<file path="config.mk">
export PLATFORM = sky130hd
export DESIGN_NAME = serial_full_add
export DESIGN_NICKNAME = d
export VERILOG_FILES = /design/src/rtl/serial_full_add.sv
export SDC_FILE = /design/constraint.sdc
export NUM_CORES = 1
export LEC_CHECK = 0
export CORE_MARGIN = 10
export CORE_UTILIZATION = 38
export CTS_CLUSTER_SIZE = 14
export DETAILED_ROUTE_END_ITERATION = 8
export DONT_BUFFER_PORTS = 1
export GPL_ROUTABILITY_DRIVEN = 0
export PLACE_DENSITY = 0.64
export SETUP_SLACK_MARGIN = 0.2
export SLEW_MARGIN = 25
export SYNTH_ARGS = -nofsm -noshare
export SYNTH_HDL_FRONTEND = slang
export SYNTH_SLANG_ARGS = --single-unit
export TNS_END_PERCENT = 30
</file>
<file path="constraint.sdc">
create_clock -name clk -period 1.75 [get_ports clk]
set_clock_uncertainty 0.05 [all_clocks]
set_input_delay 0.35 -clock clk [delete_from_list [all_inputs] [get_ports clk]]
set_output_delay 0.35 -clock clk [all_outputs]
set_load 0.01 [all_outputs]
</file>
<file path="src/rtl/serial_full_add.sv">
// serial_full_add: bit-serial ripple adder, {Cout,S} = A + B + Cin.
// One full-adder cell processes one bit per clock, LSB first. A carry
// flop links the bits. The operands, carry-in, bit counter and a
// partial-sum shift register are captured when a request is accepted.
// S/Cout (and V) update only on the completion edge, together with a
// one-cycle done pulse.
// Optional feature: define SERIAL_FULL_ADD_OVF_EN to add output V, the
// two's-complement signed overflow of the addition.
module serial_full_add #(
    parameter int WIDTH = 8
) (
    input  logic             clk,
    input  logic             rst,
    input  logic             start,
    input  logic [WIDTH-1:0] A,
    input  logic [WIDTH-1:0] B,
    input  logic             Cin,
    output logic             busy,
    output logic             done,
    output logic [WIDTH-1:0] S,
`ifdef SERIAL_FULL_ADD_OVF_EN
    output logic             Cout,
    output logic             V
`else
    output logic             Cout
`endif
);

    // A counter wide enough to index every bit position 0..WIDTH-1.
    localparam int CNT_W = (WIDTH > 1) ? $clog2(WIDTH) : 1;
    localparam logic [CNT_W-1:0] CNT_LAST = CNT_W'(WIDTH - 1);

    typedef enum logic {
        ST_IDLE  = 1'b0,
        ST_SHIFT = 1'b1
    } state_t;

    // Registered state.
    state_t           state_q, state_d;
    logic [WIDTH-1:0] op_a_q,  op_a_d;
    logic [WIDTH-1:0] op_b_q,  op_b_d;
    logic             carry_q, carry_d;
    logic [CNT_W-1:0] cnt_q,   cnt_d;
    logic [WIDTH-1:0] acc_q,   acc_d;
    logic             busy_q,  busy_d;
    logic             done_q,  done_d;
    logic [WIDTH-1:0] sum_q,   sum_d;
    logic             cout_q,  cout_d;
`ifdef SERIAL_FULL_ADD_OVF_EN
    logic             ovf_q,   ovf_d;
`endif

    // Full-adder cell outputs for the bit currently at the LSB.
    logic             sum_bit;
    logic             carry_nxt;
    logic             last_bit;
    logic [WIDTH-1:0] acc_nxt;

    // Single full-adder cell operating on the LSBs of the shift registers.
    always_comb begin
        sum_bit   = op_a_q[0] ^ op_b_q[0] ^ carry_q;
        carry_nxt = (op_a_q[0] & op_b_q[0]) | (carry_q & (op_a_q[0] ^ op_b_q[0]));
        acc_nxt   = {sum_bit, acc_q[WIDTH-1:1]};
        last_bit  = (cnt_q == CNT_LAST);
    end

    // Next-state logic: request acceptance, per-bit shifting and completion.
    always_comb begin
        state_d = state_q;
        op_a_d  = op_a_q;
        op_b_d  = op_b_q;
        carry_d = carry_q;
        cnt_d   = cnt_q;
        acc_d   = acc_q;
        busy_d  = busy_q;
        done_d  = 1'b0;
        sum_d   = sum_q;
        cout_d  = cout_q;
`ifdef SERIAL_FULL_ADD_OVF_EN
        ovf_d   = ovf_q;
`endif

        case (state_q)
            ST_IDLE: begin
                // start is only looked at here, so requests arriving while
                // busy are simply dropped rather than queued.
                if (start) begin
                    op_a_d  = A;
                    op_b_d  = B;
                    carry_d = Cin;
                    cnt_d   = '0;
                    acc_d   = '0;
                    busy_d  = 1'b1;
                    state_d = ST_SHIFT;
                end
            end

            ST_SHIFT: begin
                carry_d = carry_nxt;
                acc_d   = acc_nxt;
                op_a_d  = op_a_q >> 1;
                op_b_d  = op_b_q >> 1;
                cnt_d   = cnt_q + CNT_W'(1);

                if (last_bit) begin
                    // Publish the complete sum, including the bit computed
                    // on this very edge; outputs never show partial results.
                    sum_d   = acc_nxt;
                    cout_d  = carry_nxt;
`ifdef SERIAL_FULL_ADD_OVF_EN
                    // Signed overflow: carry into the MSB differs from the
                    // carry out of it.
                    ovf_d   = carry_q ^ carry_nxt;
`endif
                    cnt_d   = '0;
                    done_d  = 1'b1;
                    busy_d  = 1'b0;
                    state_d = ST_IDLE;
                end
            end

            default: begin
                state_d = ST_IDLE;
                busy_d  = 1'b0;
            end
        endcase
    end

    // State registers; reset aborts any operation in flight and wins over start.
    always_ff @(posedge clk) begin
        if (rst) begin
            state_q <= ST_IDLE;
            op_a_q  <= '0;
            op_b_q  <= '0;
            carry_q <= 1'b0;
            cnt_q   <= '0;
            acc_q   <= '0;
            busy_q  <= 1'b0;
            done_q  <= 1'b0;
            sum_q   <= '0;
            cout_q  <= 1'b0;
`ifdef SERIAL_FULL_ADD_OVF_EN
            ovf_q   <= 1'b0;
`endif
        end else begin
            state_q <= state_d;
            op_a_q  <= op_a_d;
            op_b_q  <= op_b_d;
            carry_q <= carry_d;
            cnt_q   <= cnt_d;
            acc_q   <= acc_d;
            busy_q  <= busy_d;
            done_q  <= done_d;
            sum_q   <= sum_d;
            cout_q  <= cout_d;
`ifdef SERIAL_FULL_ADD_OVF_EN
            ovf_q   <= ovf_d;
`endif
        end
    end

    assign busy = busy_q;
    assign done = done_q;
    assign S    = sum_q;
    assign Cout = cout_q;
`ifdef SERIAL_FULL_ADD_OVF_EN
    assign V    = ovf_q;
`endif

endmodule

</file>
==> out/results.ini <==
[floorplan]
rows=24
top_level_ports=31
die_y_um=87.17
dieArea_mm2=0.007598
die_w_um=87.17
core_mm2=0.004354
start_util_pct=39.37

[clocking]
clock_path_buffers=2
cts.clk_slew.worst_paths_ps=70
cts-hold-fix-buffers=0
numCtsBuffers=5
clock-sinks=39
cts_tree=done
root_buffer=clkbuf_8
clk_latency_ps=290
cts_max_level=2
cts_setup_buffers=0

[worst_setup_path]
startpoint_type=flip-flop
cp-startpoint=cnt_q[0]
crit_top_cell=ha_1
worstSetupPathType=flip-flop to flip-flop
r2r_cells=4
crit_family=adder cells
rr_endpoint=cnt_q[0]
crit_arrival_ps=1650
crit_cells=4
critical_path_buf_inv_count=0
crit_required_ps=1920
crit_slowest_cell=or3b_2
r2r-start=cnt_q[0]
max_stage_delay_ps=450
cp-end-kind=flip-flop
cp_max_fo=3
worst-r2r-setup-slack_ps=270
path_cells=ha_1 > ha_1 > or3b_2 > a21oi_1
crit_path_end=cnt_q[0]

[global_routing]
met1_usage_pct=10.66
grt_max_degree=44
track_usage_pct=9.482
grt-busiest-layer=met2
use_met3_pct=5.150
grt_pass1_wl_mm=5.761
antenna_found_initial=0
grt_pass1_vias=1205
use_met2_pct=14.72
overflow=0

[timing]
period_minus_slack_ps=1479
slew_violations=0
slew_headroom_pct=67.91
whs_ps=79.19
hold_violations=0
fin_ws_ps=271.2
fmax_mhz=676.2
tightestPinTransition_ps=480.8
rsz0062_at_grt=no
setup_viol=0
timing.final.crit_share_pct=84.50
final.setup.tns_ps=0

[status]
run_status=finished, final reports clean

[yosys]
synth_xor_area_share_pct=0
synth.distinct_cells=22
ys_ff_latch=39
synth_cells=173
yosysWarnings=0
netlist_area_mm2=0.001714
synth_compound_area_share_pct=18.69
synthAdderAreaFrac_pct=3.358
syn_nets=197
yosys.area.top_type_share_pct=45.55
muxShareOfSynthArea_pct=9.927
synth.avg_cell_area_um2=9.908
synth_top_area_cell=dfxtp_1
ys_top_cells_by_area=dfxtp_1, mux2i_1, a211oi_1, a21bo_2, a21oi_1
yosys.area_share.simple_pct=17.30
synth_top_family_by_area=compound AO/OA/AOI/OAI gates
ys_seq_area_share_pct=45.55

[detailed_routing]
wirelength_mm=3.580
ant_nets=0
drt_iter0_drc=71
drt_pass1_iterations=4
drc_errors=0
routed_via_density=5.493
wl_per_cell_um=16.35
num_vias=1203

[finish]
diodes=0
final_common_cell=dfxtp_1
final_cells=219
syn_to_final_growth_pct=7.445
drive_above_1_share_pct=13.17
layout_common_cells=dfxtp_1, a21oi_1, mux2i_1
final_nets=190

[placed_design]
dp_cells=211
port_buffers=0
hpwlAfterDp_mm=2.375
place_ws_ps=199.6

[job]
max_cap_violations=0

[pwr]
powerDensity_mw_per_mm2=1008
ir_drop_mv=0.5984
p_leak_nw=0.6916

[hold_path]
hold_class=primary input to flip-flop

## synthesized netlist by cell type, drive strengths merged
library cell / number
dfxtp: 39
a21oi: 20
mux2i: 17
a211oi: 16
nor2b: 15
buf: 11
or3b: 11
a21bo: 10
nand2: 10
nand3: 9
clkbuf: 5
ha: 3
nor2: 2
nor3: 2
fa: 1
inv: 1
nand2b: 1
## cell families after synthesis
kind of cell	count (synthesis)
AND/OR/NAND/NOR	50
AO/OA/AOI/OAI	46
flip-flops	39
buffers and inverters	17
multiplexers	17
adder cells (fa/ha/maj)	4
## metal layers
layer,vias up,part of all wire (%)
met5,-,0
met4,0,0.70
met3,2,10
met2,34,47
met1,568,42
li1,599,-
## registers in the layout (all words and copies together) (netlist names)
name and cells:
busy 1, cnt_q 3, done 1, op_a_q 8, carry_q 1, Cout 1
op_b_q 8, acc_q 7, S 8, state_q 1
## per-stage QoR
stage / util (%) / cell area, µm² / power [mW]
after detailed placement: 39.54 / 1722 / 1.108
after global routing: 42.30 / 1842 / 1.943
final: 42.30 / 1842 / 1.857
after floorplan: - / 1714 / 1.104
after global placement: 39.54 / 1722 / 1.103
after CTS: 42.30 / 1842 / 1.875
## worst min path at each step
stage / start / to / slack (ps) / cells past startpoint
global placement: rst / busy / 380 / 1
finish: rst / cnt_q[1] / 80 / 1
global route: rst / cnt_q[0] / 60 / 1
floorplan: acc_q[1] / S[0] / 390 / 2
CTS: rst / cnt_q[1] / 70 / 1
detailed placement: rst / S[0] / 380 / 1
## cell type report
cell class                      count  area, µm²
Timing Repair Buffer                2      27.53
Clock buffer                        6      82.58
Clock inverter                      2      35.03
Tap cell                           52      65.06
Multi-Input combinational cell    117      847.1
Sequential cell                    39      780.7
Inverter                            1      3.754
Fill cell                         421       2512
## repair_timing
action,4_1_cts,5_1_grt
setup endpoints to repair,9,0
gates resized for setup,1,0
endpoints found under the hold margin,0,0
## report_power, final
part | leakage, nW | internal (mW) | switching [mW]
registers | 0.319 | 0.928 | 0.0287
clock network | 0.0612 | 0.461 | 0.309
logic | 0.311 | 0.0697 | 0.0601
total | 0.692 | 1.46 | 0.398
(Power assumes the default switching activity.)
